[src/rtl/quan_pkg.sv]
// Shared types and constants for the serial ADPCM quantizer: rate codes, FSM states,
// per-rate threshold counts, the ascending decision thresholds and the codeword mapping.
package quan_pkg;

  typedef enum logic [1:0] {
    RATE_40 = 2'd0,
    RATE_32 = 2'd1,
    RATE_24 = 2'd2,
    RATE_16 = 2'd3
  } rate_e;

  typedef enum logic {
    IDLE = 1'b0,
    SCAN = 1'b1
  } state_e;

  localparam logic [3:0] N_40 = 4'd15;
  localparam logic [3:0] N_32 = 4'd7;
  localparam logic [3:0] N_24 = 4'd3;
  localparam logic [3:0] N_16 = 4'd1;

  typedef logic [11:0] thr_tbl_t [16];

  // Unused tail entries are zero; the scan never reaches past entry N-1.
  localparam thr_tbl_t THR_40 = '{
    -12'sd122, -12'sd16, 12'd68,  12'd139, 12'd198, 12'd250, 12'd298, 12'd339,
    12'd378,   12'd413,  12'd445, 12'd475, 12'd502, 12'd528, 12'd553, 12'd0
  };
  localparam thr_tbl_t THR_32 = '{
    -12'sd124, 12'd80, 12'd178, 12'd246, 12'd300, 12'd349, 12'd400, 12'd0,
    12'd0,     12'd0,  12'd0,   12'd0,   12'd0,   12'd0,   12'd0,   12'd0
  };
  localparam thr_tbl_t THR_24 = '{
    12'd8, 12'd218, 12'd331, 12'd0, 12'd0, 12'd0, 12'd0, 12'd0,
    12'd0, 12'd0,   12'd0,   12'd0, 12'd0, 12'd0, 12'd0, 12'd0
  };
  localparam thr_tbl_t THR_16 = '{
    12'd261, 12'd0, 12'd0, 12'd0, 12'd0, 12'd0, 12'd0, 12'd0,
    12'd0,   12'd0, 12'd0, 12'd0, 12'd0, 12'd0, 12'd0, 12'd0
  };

  function automatic logic [3:0] rate_n(rate_e r);
    case (r)
      RATE_40: return N_40;
      RATE_32: return N_32;
      RATE_24: return N_24;
      default: return N_16;
    endcase
  endfunction

  // {N,1} is 2N+1: the all-ones code that stands for the zero-magnitude bin.
  function automatic logic [4:0] codeword(rate_e r, logic [3:0] mag, logic ds);
    logic [4:0] top;
    top = {rate_n(r), 1'b1};
    if (ds)
      return top - {1'b0, mag};
    else if (mag == 4'd0)
      return top;
    else
      return {1'b0, mag};
  endfunction

endpackage

[src/rtl/quan_serial_if.sv]
// Request/result bundle of the serial quantizer: START with its operands in, BUSY/DONE/I out.
interface quan_serial_if;
  logic        START;
  logic [1:0]  RATE;
  logic [11:0] DLN;
  logic        DS;
  logic        BUSY;
  logic        DONE;
  logic [4:0]  I;

  modport master (output START, RATE, DLN, DS, input BUSY, DONE, I);
  modport slave  (input START, RATE, DLN, DS, output BUSY, DONE, I);
endinterface

[src/rtl/quan_thresh_rom.sv]
// Combinational threshold lookup: (rate, idx) -> signed 12-bit threshold plus a flag
// marking the last threshold of that rate.
module quan_thresh_rom
  import quan_pkg::*;
(
  input  rate_e       rate,
  input  logic [3:0]  idx,
  output logic [11:0] thresh,
  output logic        last
);

  always_comb begin
    thresh = '0;
    case (rate)
      RATE_40: thresh = THR_40[idx];
      RATE_32: thresh = THR_32[idx];
      RATE_24: thresh = THR_24[idx];
      default: thresh = THR_16[idx];
    endcase
    last = (idx == rate_n(rate) - 4'd1);
  end

endmodule

[src/rtl/quan_serial.sv]
// Serial adaptive quantizer: one threshold compare per clock, DONE pulses with codeword I.
// Optional QUAN_EARLY_EXIT_EN ends the scan at the first failing compare.
module quan_serial
  import quan_pkg::*;
(
  input  logic          CLK,
  input  logic          RESET_N,
  quan_serial_if.slave  bus
);

  state_e      state;
  rate_e       rate_q;
  logic [11:0] dln_q;
  logic        ds_q;
  logic [3:0]  idx;
  logic [3:0]  mag;
  logic        busy_q;
  logic        done_q;
  logic [4:0]  i_q;

  logic [11:0] thresh;
  logic        last;
  logic        pass;
  logic [3:0]  mag_inc;
  logic        finish;

  quan_thresh_rom u_rom (
    .rate   (rate_q),
    .idx    (idx),
    .thresh (thresh),
    .last   (last)
  );

  assign pass    = $signed(dln_q) >= $signed(thresh);
  assign mag_inc = mag + {3'b000, pass};

`ifdef QUAN_EARLY_EXIT_EN
  // Thresholds ascend, so after one failure no later compare can pass.
  assign finish = last | ~pass;
`else
  assign finish = last;
`endif

  always_ff @(posedge CLK or negedge RESET_N) begin
    if (!RESET_N) begin
      state  <= IDLE;
      rate_q <= RATE_40;
      dln_q  <= '0;
      ds_q   <= 1'b0;
      idx    <= '0;
      mag    <= '0;
      busy_q <= 1'b0;
      done_q <= 1'b0;
      i_q    <= '0;
    end else begin
      done_q <= 1'b0;
      case (state)
        IDLE: begin
          if (bus.START) begin
            rate_q <= rate_e'(bus.RATE);
            dln_q  <= bus.DLN;
            ds_q   <= bus.DS;
            idx    <= '0;
            mag    <= '0;
            busy_q <= 1'b1;
            state  <= SCAN;
          end
        end
        SCAN: begin
          mag <= mag_inc;
          if (finish) begin
            state  <= IDLE;
            busy_q <= 1'b0;
            done_q <= 1'b1;
            i_q    <= codeword(rate_q, mag_inc, ds_q);
          end else begin
            idx <= idx + 4'd1;
          end
        end
        default: state <= IDLE;
      endcase
    end
  end

  assign bus.BUSY = busy_q;
  assign bus.DONE = done_q;
  assign bus.I    = i_q;

endmodule

[src/flat_wrapper.sv]
// flat-port wrapper written by rule: the top's interface ports become plain ports
module quan_serial_flat import quan_pkg::*;
  (CLK, RESET_N, bus_START, bus_RATE, bus_DLN, bus_DS, bus_BUSY, bus_DONE, bus_I);
  quan_serial_if bus_i ();
  input  logic CLK;
  input  logic RESET_N;
  input wire logic [$bits(bus_i.START)-1:0] bus_START;
  input wire logic [$bits(bus_i.RATE)-1:0] bus_RATE;
  input wire logic [$bits(bus_i.DLN)-1:0] bus_DLN;
  input wire logic [$bits(bus_i.DS)-1:0] bus_DS;
  output wire logic [$bits(bus_i.BUSY)-1:0] bus_BUSY;
  output wire logic [$bits(bus_i.DONE)-1:0] bus_DONE;
  output wire logic [$bits(bus_i.I)-1:0] bus_I;
  assign bus_i.START = bus_START;
  assign bus_i.RATE = bus_RATE;
  assign bus_i.DLN = bus_DLN;
  assign bus_i.DS = bus_DS;
  assign bus_BUSY = bus_i.BUSY;
  assign bus_DONE = bus_i.DONE;
  assign bus_I = bus_i.I;
  quan_serial u_core (.CLK(CLK), .RESET_N(RESET_N), .bus(bus_i));
endmodule
[config.mk]
export PLATFORM = sky130hd
export DESIGN_NAME = quan_serial_flat
export DESIGN_NICKNAME = d
export VERILOG_FILES = /design/src/rtl/quan_pkg.sv /design/src/rtl/quan_serial_if.sv /design/src/rtl/quan_thresh_rom.sv /design/src/rtl/quan_serial.sv /design/src/flat_wrapper.sv
export SDC_FILE = /design/constraint.sdc
export NUM_CORES = 1
export LEC_CHECK = 0
export CAP_MARGIN = 20
export CORE_MARGIN = 5
export CORE_UTILIZATION = 55
export CTS_BUF_LIST = sky130_fd_sc_hd__clkbuf_4 sky130_fd_sc_hd__clkbuf_8
export DETAILED_ROUTE_END_ITERATION = 10
export GPL_TIMING_DRIVEN = 0
export PLACE_DENSITY_LB_ADDON = 0.08
export SYNTH_ARGS = -nofsm -noshare
export SYNTH_HDL_FRONTEND = slang
export SYNTH_SLANG_ARGS = --single-unit
[constraint.sdc]
create_clock -name CLK -period 9 [get_ports CLK]
set_clock_uncertainty 0.15 [all_clocks]
set_input_delay 1.8 -clock CLK [delete_from_list [all_inputs] [get_ports CLK]]
set_output_delay 1.8 -clock CLK [all_outputs]
set_load 0.01 [all_outputs]
# == Word-level counts from Yosys, hierarchy flattened ==
# Memory sizes are Yosys's and may differ from the RTL's.
# Cells that the tools add are included.
# word_totals
reg_bits,31
romBits,768
output_inout_bits,7
elab_cells,59
n_memories,4
# memory_table
name,words,width,read_ports,rd_clocked_by_memory_dff,write_ports,line_no,text
(name not given),16,12,1,0,0,quan_thresh_rom.sv:18,default: thresh = THR_16[idx];
(name not given),16,12,1,0,0,quan_thresh_rom.sv:17,RATE_24: thresh = THR_24[idx];
(name not given),16,12,1,0,0,quan_thresh_rom.sv:16,RATE_32: thresh = THR_32[idx];
(name not given),16,12,1,0,0,quan_thresh_rom.sv:15,RATE_40: thresh = THR_40[idx];
# op_classes
n_addsub,4
n_lt_le_gt_ge,2
eq_ne,6
mux,26
bitwise_logic,2
n_reduce_logical,6
# op_table
op,count
12-bit two-way mux,8
12-bit one-hot mux with 3 select lines,1
4-bit two-way mux,4
4-bit one-hot mux with 2 select lines,2
12-bit >= comparator,1
4-bit one-hot mux with 3 select lines,1
5-bit two-way mux,2
2-bit AND reduction,4
1-bit two-way mux,6
2-bit != test (second input constant),3
5-bit >= comparator (second input constant),1
4-bit NOT with 5-bit output,1
5-bit by 4-bit subtractor with 5-bit output,1
4-bit by 1-bit adder with 4-bit output,1
4-bit by 1-bit adder with 4-bit output (second input constant),1
4-bit == test,1
4-bit logical NOT,1
1-bit one-hot mux with 2 select lines,2
4-bit by 1-bit subtractor with 4-bit output (second input constant),1
2-bit by 1-bit == test with 1-bit output (second input constant),1
2-bit == test (second input constant),1
2-bit logical NOT,1
1-bit NOT,1

# == Depth between registers and ports, before layout ==
# Gate-level depths: netlist (run 1).
# logic_depth
ltp_word,10
mapped_depth,23
mapped_depth_nobuf,21

# == Cells and area by module ==
# From an unflattened synthesis (run 1), not the netlist that was laid out.
# unflattened
hier_cells,255
area_unflattened_um2,2478.6
# modules_own_cells
module,instances,cells_each,area_each_um2,seq_area_each_um2
quan_serial,1,159,1736.7,775.7
quan_thresh_rom,1,96,742.0,0.0

# == Worst setup path after synthesis (run 1) ==
# OpenSTA, ideal clock, no wires.
# synth_timing
path_kind,flip-flop to flip-flop
start,register u_core.idx[0]
end,register u_core.i_q[4] (netlist: u_core.bus.I[4])
arrival_time_ns,4.102
setup_slack_ns,4.657
path_stages_with_launch,22
cell_sequence,dfrtp_1 > clkbuf_1 > inv_1 > ha_1 > clkbuf_1 > nand2b_1 > a222oi_1 > ha_1 > nor2b_1 > o21ai_0 > nand3b_1 > a21oi_1 > o21ai_0 > ha_1 > ha_1 > xor2_1 > ha_1 > inv_1 > fa_1 > nor2b_1 > xnor2_1 > o31ai_2
# synth_via
elab_chain_cells,10
word_cells_on_any_way,22
cone_classes,add/sub: 2; order compare: 1; eq/ne: 1; mux: 11; bitwise: 1; reduce/logical: 2; memory: 4
# synth_rtl
item,line_no,text
"start, declared",quan_serial.sv:15,logic [3:0] idx;
"start signal, assigned",quan_serial.sv:77,idx <= idx + 4'd1;
"parallel branches: the longest is 10 deep, another holds memory read 16 x 12 bit",--,
"end signal, assigned",quan_serial.sv:75,"i_q <= codeword(rate_q, mag_inc, ds_q);"
"end, declared",quan_serial.sv:19,logic [4:0] i_q;
# Several ways; the timed one is not identified. The select of a mux whose other input is x is not followed.
# A chain may end at the register's enable or synchronous reset.

# == Worst setup path after layout (run 1) ==
# Ends and elaborated chain as after synthesis.

==> results of run 1 <==
-- Yosys cell counts, types with 2 or more instances --
cell type | number | area share, %
a211oi_1 | 2 | 0.64
a21boi_0 | 2 | 0.64
a21o_1 | 4 | 1.3
a21oi_1 | 14 | 3.0
a221oi_1 | 2 | 0.74
a31oi_1 | 4 | 1.1
buf_2 | 5 | 1.1
buf_6 | 2 | 0.95
clkbuf_1 | 10 | 1.6
dfrtp_1 | 31 | 33
ha_1 | 30 | 16
inv_1 | 11 | 1.7
mux2_2 | 15 | 7.2
mux2i_1 | 3 | 1.3
nand2_1 | 24 | 3.8
nand2b_1 | 6 | 1.6
nand3_1 | 5 | 1.1
nor2_1 | 18 | 2.9
nor2b_1 | 8 | 2.1
nor3_1 | 2 | 0.42
o21ai_0 | 21 | 4.5
o21ai_1 | 4 | 0.85
xnor2_1 | 2 | 0.74
xor2_1 | 3 | 1.1
-- worst max path at each step --
stage,from,to,slack (ns)
after CTS,u_core.idx[1]$_DFFE_PN0P_,u_core.bus.I[4]$_DFFE_PN0P_,3.80
after global routing,u_core.idx[1]$_DFFE_PN0P_,u_core.bus.I[4]$_DFFE_PN0P_,3.45
after global placement,u_core.idx[0]$_DFFE_PN0P_,u_core.bus.I[4]$_DFFE_PN0P_,3.87
final,u_core.idx[0]$_DFFE_PN0P_,u_core.bus.I[4]$_DFFE_PN0P_,3.81
after detailed placement,u_core.idx[1]$_DFFE_PN0P_,u_core.bus.I[4]$_DFFE_PN0P_,3.80
after floorplan,u_core.idx[0]$_DFFE_PN0P_,u_core.bus.I[4]$_DFFE_PN0P_,4.66
-- metal layers --
metal	global-route usage (%)	routed length, µm	vias to the layer above
met5	0	0	-
met4	7.57	114	0
met3	4.75	285	12
met2	32.9	2430	69
met1	29.3	2540	923
li1	-	-	966
-- logic make-up after synthesis --
| group | count (synthesis) | share of synthesized area (%) |
|---|---|---|
| AND/OR/NAND/NOR | 72 | 14.9 |
| AO/OA/AOI/OAI | 69 | 19.7 |
| multiplexers | 18 | 8.43 |
| flip-flops | 31 | 32.9 |
| XOR/XNOR | 5 | 1.86 |
| adder cells (fa/ha/maj) | 31 | 16.8 |
| buffers and inverters | 29 | 5.51 |
-- cell type report --
| class | count | area [µm²] |
|---|---|---|
| buffer | 17 | 85.1 |
| clock buffer | 6 | 82.6 |
| clock inverter | 2 | 35.0 |
| fill | 342 | 1290 |
| inverter | 12 | 45.0 |
| multi-input combinational | 195 | 1450 |
| sequential | 31 | 776 |
| tap | 50 | 62.6 |
| timing repair buffer | 25 | 255 |
-- power by group through the flow --
stage / clock network [µW] / logic, µW / registers [µW]
2_1_floorplan: 0 / 583 / 257
3_3_place_gp: 0 / 759 / 263
3_5_place_dp: 0 / 778 / 265
4_1_cts: 146 / 783 / 263
5_1_grt: 153 / 886 / 275
6_report: 143 / 784 / 264
-- worst max-delay path: cells and delay by family, from the launching register on --
family                   cells  cell delay, ns
AO/OA/AOI/OAI                5            1.04
XOR/XNOR                     2            0.41
adder cells (fa/ha/maj)      6            1.63
buffers and inverters        4            0.90
flip-flops                   1            0.47
AND/OR/NAND/NOR              4            0.50
-- stage by stage --
stage	cell area (µm²)	util [%]	total power [µW]	std cells
floorplan	2360	-	841	255
global placement	2660	65.2	1020	329
detailed placement	2680	65.5	1040	330
CTS	2800	68.4	1190	338
global route	2800	68.4	1310	338
finish	2800	68.4	1190	338
-- sequential cells by signal (all words and copies together) (netlist names) --
register and cells:
u_core.bus.DONE 1, u_core.bus.BUSY 1, u_core.dln_q 12, u_core.idx 4
u_core.ds_q 1, u_core.rate_q 2, u_core.state 1, u_core.bus.I 5
u_core.mag 4
==> summary.txt, run 1 <==
Critical path
  – Crit-path cells: clkbuf_1 -> inv_1 -> ha_1 -> clkbuf_1 -> nand2b_1 -> a222oi_1 -> ha_1 -> nor2b_1 -> o21ai_0 -> nand3b_1 -> a21oi_1 -> o21ai_0 -> ha_1 -> ha_1 -> xor2_1 -> ha_1 -> inv_1 -> fa_1 -> nor2b_1 -> xnor2_1 -> o31ai_2
  – Critical Path RT: 9.05 ns
  – Reg-to-reg endpoint: u_core.bus.I[4]$_DFFE_PN0P_
  – Flop-to-flop setup slack: 3.81 ns
  – Slowest-stage cell, CP: dfrtp_1
  – WS Path Type: register to register
  – Crit Reg-Reg Startpoint: u_core.idx[0]$_DFFE_PN0P_
  – Critical path arrival: 5.25 ns
  – Worst setup SP type: register
  – Worst-path maximum fanout: 10
  – Worst stage delay on the critical path: 0.47 ns
  – Critical Path End Type: register
  – Top cell by count, worst path: ha_1
  – Cells on worst reg2reg path: 21

Pwr
  – Clk pwr share: 12.0%
  – VDD IR max: 286 µV
  – Power Dens Cells: 426 nW/µm²
  – Pint: 650 µW
  – Combinational group share of total power: 65.8%
  – Switching Fraction: 45.4%
  – Sequential power share: 22.2%
  – Static leakage: 0.00123 µW
  – Switch Pwr: 541 µW

Timing
  – Min cycle time layout: 5.19 ns
  – Final hold vios: 0
  – FMAX: 193 MHz
  – Tcrit/Tclk final: 57.7%
  – RSZ-0062 raised after global routing: false
  – Final setup vio count: 0
  – Setup TNS: 0 ns
  – Final Max Slew Viols: 0
  – Worst Tran Pin Value: 0.825 ns
  – Hold_ws: 0.341 ns
  – PnR worst setup slack: 3.81 ns
  – Slew margin rel.: 44.8%

Route
  – Number of routed nets with antenna violations: 0
  – Via/cell ratio: 5.83
  – Total number of vias: 1,970
  – Routed wire length: 5.38 mm
  – DR iter-0 viols: 208
  – 1st-pass router iterations: 5
  – DR WL/cell: 15.9 µm
  – DRC: 0

Clock tree
  – Post-CTS Hold Buffers: 0
  – H-Tree Depth: 2
  – Clock sink count: 31
  – Num CTS Buffers: 5
  – CTS root buffer: clkbuf_8
  – Cells resized by post-CTS repair: 0
  – Clock transition at path regs: 0.07 ns
  – Clock Latency Late Sink: 0.29 ns
  – Post-CTS setup buffers: 0
  – Max Root-Sink Buffers: 2
  – TritonCTS clock tree: yes

Floorplan
  – Starting density of the core: 57.7%
  – DIE WIDTH: 75.5 µm
  – Core area: 4090 µm²
  – IO Count: 25
  – Row cnt: 23
  – Die Height: 75.5 µm
  – Die area: 5700 µm²

Yosys
  – Sequential fraction of the synthesis area: 32.9%
  – Post-synth EDFFs: 0
  – Post-synth ARST share: 100%
  – Post-synth net total: 304
  – Post-synth top flop: dfrtp_1
  – Synth Instances: 255
  – Post-Syn Area: 2360 µm²
  – Synth Area per Inst: 9.25 µm²
  – Synth Warn #: 0
  – Yosys cell types: 51
  – FF+latch count, synth: 31

Global route
  – Antenna violations before repair: 0
  – Vias in the first global route: 1,861
  – First-pass GRT wire length: 9.01 mm
  – Largest net degree at the start of global routing: 18
  – Grt total ovfl: 0
  – Total GRT Usage: 21.3%

Finish
  – Most frequent cells in the layout: dfrtp_1, ha_1, nand2_1, clkdlybuf4s50_1, o21ai_0
  – Area growth syn-to-layout: 18.5%
  – ANT cells: 0
  – Most common cell after layout, fill and taps aside: dfrtp_1
  – Fin nets: 336
  – Proportion of layout cells with a drive suffix above 1: 13.2%

Job
  – Max-Cap Viols: 0

Hold path
  – Hold Path Class: register to register
  – Cell count of the worst hold path: 1
  – Min-Delay Endpoint: u_core.bus.I[2]$_DFFE_PN0P_
  – Hold path start: u_core.bus.I[2]$_DFFE_PN0P_

Placement
  – Post-place setup slack: 3.80 ns
  – Port Buffer Count: 24
  – Routability cong.: 0.890
  – Post-DP HPWL: 4.11 mm

Run status
  – Status: completed
Power figures use the tool's default switching activity.
==> inputs of run 2 (changes only) <==
clock period = 5 ns   (was 9 ns; I/O delays follow)
==> run 2 against run 1 <==
Effect of this change: fmax up 10%; die area unchanged; via count increased by 1.6%; routed wire length grew 0.58%; cell area up 0.31%; worst setup slack worse by 3.5 ns.
==> summary.txt, run 2 (synthesis results as in run 1) <==
Floorplan
  – IO Count: 25
  – Starting density of the core: 57.7%
  – Core area: 4090 µm²
  – DIE WIDTH: 75.5 µm
  – Die area: 5700 µm²
  – Row cnt: 23
  – Die Height: 75.5 µm

Global route
  – Antenna violations before repair: 0
  – Vias in the first global route: 1,861
  – Largest net degree at the start of global routing: 18
  – Total GRT Usage: 21.2%
  – Grt total ovfl: 0
  – First-pass GRT wire length: 9.01 mm

Critical path
  – Critical Path RT: 5.05 ns
  – Worst setup SP type: register
  – Buf+Inv Stages, Crit Path: 3
  – WS Path Type: register to register
  – Flop-to-flop setup slack: 0.29 ns
  – Worst stage delay on the critical path: 0.46 ns
  – CP top delay family: adder cells
  – Slowest-stage cell, CP: dfrtp_1
  – Critical Path End Type: register
  – Crit-path cells: clkbuf_2 -> inv_1 -> ha_2 -> nor2b_1 -> mux2i_1 -> or3_1 -> a21boi_0 -> ha_1 -> a21o_1 -> nand2_1 -> a31oi_1 -> a21oi_1 -> o21ai_0 -> ha_1 -> ha_1 -> xor2_2 -> ha_1 -> inv_1 -> fa_1 -> nor2b_1 -> xnor2_1 -> o31ai_2
  – Critical path arrival: 4.76 ns
  – Worst-path maximum fanout: 10
  – Top cell by count, worst path: ha_1

Timing
  – Final hold vios: 0
  – Final setup vio count: 0
  – FMAX: 212 MHz
  – Slew margin rel.: 44.8%
  – RSZ-0062 raised after global routing: false
  – Setup TNS: 0 ns
  – Min cycle time layout: 4.71 ns
  – Tcrit/Tclk final: 94.1%
  – Worst Tran Pin Value: 0.825 ns
  – PnR worst setup slack: 0.294 ns
  – Final Max Slew Viols: 0

Finish
  – Fin nets: 335
  – ANT cells: 0
  – Biggest register: u_core.dln_q
  – Final instance area: 2800 µm²
  – Layout Cells excl Fill: 337
  – Largest register FFs: 12
  – Area growth syn-to-layout: 18.8%
  – Most frequent cells in the layout: dfrtp_1, ha_1, nand2_1, clkdlybuf4s50_1, o21ai_0
  – Most common cell after layout, fill and taps aside: dfrtp_1
  – Proportion of layout cells with a drive suffix above 1: 14.6%

Placement
  – Routability cong.: 0.890
  – Placed Instances: 330
  – Placed cell area: 2680 µm²
  – Port Buffer Count: 24
  – Post-place setup slack: -0.197 ns
  – Post-DP HPWL: 4.11 mm

Clock tree
  – Num CTS Buffers: 5
  – H-Tree Depth: 2
  – TritonCTS clock tree: yes
  – CTS root buffer: clkbuf_8
  – Max Root-Sink Buffers: 2
  – Clock sink count: 31
  – Clock transition at path regs: 0.07 ns
  – Cells resized by post-CTS repair: 2
  – Clock Latency Late Sink: 0.28 ns
  – Post-CTS setup buffers: 0
  – Post-CTS Hold Buffers: 0

Route
  – Number of routed nets with antenna violations: 0
  – DRC: 0
  – DR iter-0 viols: 241
  – DR WL/cell: 16.0 µm
  – Routed wire length: 5.41 mm
  – Via/cell ratio: 5.94
  – 1st-pass router iterations: 6
  – Total number of vias: 2,001

Hold path
  – Hold Path Class: register to register

Run status
  – Status: completed

Pwr
  – Static leakage: 0.00123 µW
  – VDD IR max: 525 µV
  – Switching Fraction: 45.2%
  – Clk pwr share: 11.9%
  – Power Dens Cells: 769 nW/µm²
  – Switch Pwr: 975 µW
  – Sequential power share: 22.1%
  – Combinational group share of total power: 66.0%
  – Pint: 1180 µW

Job
  – Max-Cap Viols: 0
run 2: final timing paths:
check                           cells after the start                     endpoint                        start
max in group asynchronous                           2    u_core.idx[1]$_DFFE_PN0P_                      RESET_N
worst max-delay path                               22  u_core.bus.I[4]$_DFFE_PN0P_    u_core.idx[0]$_DFFE_PN0P_
min in group asynchronous                           1  u_core.bus.I[0]$_DFFE_PN0P_                      RESET_N
worst max register to register                     22  u_core.bus.I[4]$_DFFE_PN0P_    u_core.idx[0]$_DFFE_PN0P_
worst min-delay path                                1  u_core.bus.I[2]$_DFFE_PN0P_  u_core.bus.I[2]$_DFFE_PN0P_
worst min register to register                      1  u_core.bus.I[2]$_DFFE_PN0P_  u_core.bus.I[2]$_DFFE_PN0P_
run 2: worst reg2reg max path, stage by stage (launching register included):
cell      delay, ns
dfrtp_1        0.46
clkbuf_2       0.23
inv_1          0.16
ha_2           0.29
nor2b_1        0.19
mux2i_1        0.08
or3_1          0.38
a21boi_0       0.17
ha_1           0.30
a21o_1         0.16
nand2_1        0.06
a31oi_1        0.07
a21oi_1        0.10
o21ai_0        0.13
ha_1           0.24
ha_1           0.24
xor2_2         0.23
ha_1           0.18
inv_1          0.05
fa_1           0.35
nor2b_1        0.14
xnor2_1        0.09
o31ai_2        0.18
run 2: metrics by stage:
step                      power [µW]  utilization [%]  hold slack [ns]
after floorplan                 1510                -            0.320
after global placement          1840             65.2            0.316
after detailed placement        1880             65.5            0.323
after CTS                       2150             68.4            0.345
after global routing            2380             68.6            0.384
final                           2160             68.6            0.341
run 2: area by class of cell:
type	instances	area, µm²
sequential	31	777
buffer	16	82.6
timing repair buffer	25	255
multi-input combinational	195	1460
clock buffer	6	82.6
tap	50	62.6
inverter	12	45.0
clock inverter	2	35.0
fill	336	1280
run 2: layer usage:
layer  track usage [%]  wire [µm]  vias to the layer above
met2              32.9       2460                       80
met1              29.2       2530                      947
met4              7.57        114                        0
li1                  -          -                      962
met3              4.75        306                       12
met5                 0          0                        -
run 2: power by group through the flow:
stage	clock network, µW	registers, µW	logic (µW)
3_3_place_gp	0	474	1370
5_1_grt	276	497	1600
6_report	257	477	1420
2_1_floorplan	0	463	1050
3_5_place_dp	0	477	1400
4_1_cts	263	475	1410
==> inputs of run 3 (changes only) <==
PLACE_DENSITY = 0.8   (was unset)
PLACE_DENSITY_LB_ADDON = unset   (was 0.08)
SYNTH_HIERARCHICAL = 1   (was unset)
==> run 3 against run 2 <==
Effect of this change: hold slack gained 0.0012 ns; fmax shrank 0.32%; critical path depth shrank 1; combinational power grew 6%; cell area grew 4.2%; critical endpoint is now u_core/bus.I[4]$_DFFE_PN0P_.
==> summary.txt, run 3 <==
Global route
  – Grt total ovfl: 0
  – Vias in the first global route: 1,909
  – Largest net degree at the start of global routing: 32
  – Total GRT Usage: 19.3%
  – Antenna violations before repair: 0
  – First-pass GRT wire length: 9.45 mm

Timing
  – PnR worst setup slack: 0.279 ns
  – Min cycle time layout: 4.72 ns
  – Final hold vios: 0
  – FMAX: 212 MHz
  – Final setup vio count: 0
  – Final Max Slew Viols: 0
  – Tcrit/Tclk final: 94.4%
  – RSZ-0062 raised after global routing: false
  – Worst Tran Pin Value: 0.677 ns
  – Slew margin rel.: 54.9%

Yosys
  – Synth Warn #: 6
  – Area leader, netlist: dfrtp_1
  – Most numerous cell in the Yosys netlist: dfrtp_1
  – Post-synth top flop: dfrtp_1
  – Largest cells by area after synthesis: dfrtp_1, ha_1, mux2_1
  – Share of the synthesized area in the top cell type: 31.3%
  – Post-synth EDFFs: 0
  – Synth Instances: 255
  – Yosys cell types: 60
  – Post-Syn Area: 2480 µm²
  – Post-synth ARST share: 100%
  – Synth Area per Inst: 9.72 µm²
  – Most frequent cells after synthesis: dfrtp_1, ha_1, inv_1
  – Post-synth net total: 302
  – Sequential fraction of the synthesis area: 31.3%
  – FF+latch count, synth: 31

Placement
  – Post-DP HPWL: 3.97 mm
  – Routability cong.: 1.03
  – Port Buffer Count: 24
  – Post-place setup slack: -0.193 ns

Route
  – DR WL/cell: 15.9 µm
  – DR iter-0 viols: 182
  – Via/cell ratio: 5.88
  – DRC: 0
  – Routed wire length: 5.46 mm
  – 1st-pass router iterations: 4
  – Number of routed nets with antenna violations: 0
  – Total number of vias: 2,022

Pwr
  – Switch Pwr: 996 µW
  – VDD IR max: 409 µV
  – Pint: 1200 µW
  – Power Dens Cells: 751 nW/µm²
  – Sequential power share: 22.7%
  – Static leakage: 0.00128 µW
  – Clk pwr share: 9.0%
  – Switching Fraction: 45.4%
  – Combinational group share of total power: 68.3%

Critical path
  – Critical path arrival: 4.74 ns
  – Buf+Inv Stages, Crit Path: 3
  – Worst setup SP type: register
  – Cells on worst reg2reg path: 21
  – Crit path from: u_core/idx[1]$_DFFE_PN0P_
  – Flop-to-flop setup slack: 0.28 ns
  – Crit-path cells: inv_1 -> ha_2 -> nand2b_1 -> o32ai_1 -> o31ai_1 -> inv_1 -> ha_1 -> nor2b_1 -> o211ai_1 -> a311oi_1 -> or3_1 -> ha_1 -> ha_1 -> xor2_4 -> ha_1 -> inv_1 -> fa_1 -> nor2b_1 -> xnor2_1 -> nand2_1 -> o211a_1
  – WS Path Type: register to register
  – Crit Reg-Reg Startpoint: u_core/idx[1]$_DFFE_PN0P_
  – Worst stage delay on the critical path: 0.43 ns
  – Critical Path RT: 5.02 ns
  – Reg-to-reg endpoint: u_core/bus.I[4]$_DFFE_PN0P_
  – Slowest-stage cell, CP: dfrtp_2
  – Critical Path End Type: register
  – Worst-path maximum fanout: 8
  – Top cell by count, worst path: ha_1
  – CP endpoint: u_core/bus.I[4]$_DFFE_PN0P_
  – CP Depth: 21
  – CP top delay family: adder cells

Floorplan
  – DIE WIDTH: 77.1 µm
  – Die Height: 77.1 µm
  – Starting density of the core: 56.9%
  – IO Count: 25
  – Die area: 5950 µm²
  – Core area: 4350 µm²
  – Row cnt: 24

Clock tree
  – Clock sink count: 31
  – CTS root buffer: clkbuf_8
  – TritonCTS clock tree: yes
  – Clock Latency Late Sink: 0.28 ns
  – Post-CTS Hold Buffers: 0
  – Max Root-Sink Buffers: 2
  – H-Tree Depth: 2
  – Clock transition at path regs: 0.07 ns
  – Num CTS Buffers: 5

Finish
  – Largest register FFs: 12
  – ANT cells: 0
  – Area growth syn-to-layout: 17.9%
  – Fillers: 356
  – Most common cell after layout, fill and taps aside: dfrtp_1
  – Fin nets: 338
  – Biggest register: u_core/dln_q
  – Most frequent cells in the layout: dfrtp_1, ha_1, clkdlybuf4s50_1
  – Post-layout util: 67.1%
  – Proportion of layout cells with a drive suffix above 1: 15.1%

Job
  – Max-Cap Viols: 0

Hold path
  – Hold Path Class: register to register
  – Cell count of the worst hold path: 2

Run status
  – Status: completed
## run 3: routing by layer
layer | global-route usage [%] | vias up | share of wire, % | wire length (µm)
li1 | - | 980 | - | -
met1 | 27.1 | 965 | 46 | 2520
met2 | 29.9 | 64 | 45 | 2470
met3 | 4.10 | 13 | 6.6 | 358
met4 | 5.67 | 0 | 1.9 | 105
met5 | 0 | - | 0 | 0
## run 3: worst min-delay path by stage
stage,start,to
floorplan,u_core/dln_q[10]$_DFFE_PN0P_,u_core/dln_q[10]$_DFFE_PN0P_
global placement,u_core/bus.I[3]$_DFFE_PN0P_,u_core/bus.I[3]$_DFFE_PN0P_
detailed placement,u_core/bus.I[3]$_DFFE_PN0P_,u_core/bus.I[3]$_DFFE_PN0P_
CTS,u_core/bus.I[3]$_DFFE_PN0P_,u_core/bus.I[3]$_DFFE_PN0P_
global route,u_core/dln_q[8]$_DFFE_PN0P_,u_core/dln_q[8]$_DFFE_PN0P_
finish,u_core/bus.I[3]$_DFFE_PN0P_,u_core/bus.I[3]$_DFFE_PN0P_
## run 3: repair_timing
| action | in CTS | in global routing |
|---|---|---|
| pin swaps | 0 | 1 |
| buffers inserted | 1 | 4 |
| setup endpoints to repair | 1 | 2 |
| resized for setup | 2 | 6 |
## run 3: kinds of logic after synthesis
logic type | share of synthesized area, %
AOI/OAI and AO/OA | 16.0
xor gates and xnor gates | 3.08
adders and majority gates | 14.9
buffers and inverters | 7.37
DFF | 31.3
muxes | 10.0
and+or+nand+nor | 17.4
## run 3: per-stage QoR
step | instance area (µm²) | TNS [ns] | total power, µW | cells | hold slack (ns)
after floorplan | 2480 | 0 | 1560 | 255 | 0.315
after global placement | 2780 | -0.137 | 1880 | 331 | 0.327
after detailed placement | 2780 | -0.193 | 1920 | 331 | 0.337
after CTS | 2880 | 0 | 2140 | 340 | 0.351
after global routing | 2920 | 0 | 2400 | 344 | 0.384
final | 2920 | 0 | 2190 | 344 | 0.342
## run 3: power groups by stage
stage               logic [µW]  clock network [µW]  registers (µW)
floorplan                 1070                   0             488
global placement          1370                   0             508
detailed placement        1410                   0             516
CTS                       1440                 204             499
global route              1660                 217             519
finish                    1500                 198             498
## run 3: cell type report
type | instances | area, µm² | area share, %
buffer | 14 | 96.3 | 3.30
timing repair buffer | 29 | 273 | 9.33
tap | 52 | 65.1 | 2.23
clock buffer | 7 | 83.8 | 2.87
inverter | 23 | 86.3 | 2.95
clock inverter | 1 | 5.00 | 0.171
sequential | 31 | 779 | 26.7
multi-input combinational | 187 | 1530 | 52.5
## run 3: worst min-delay path: stages (launching register included)
cell     delay (ns)
dfrtp_1        0.35
nand2_1        0.06
nand3_1        0.06
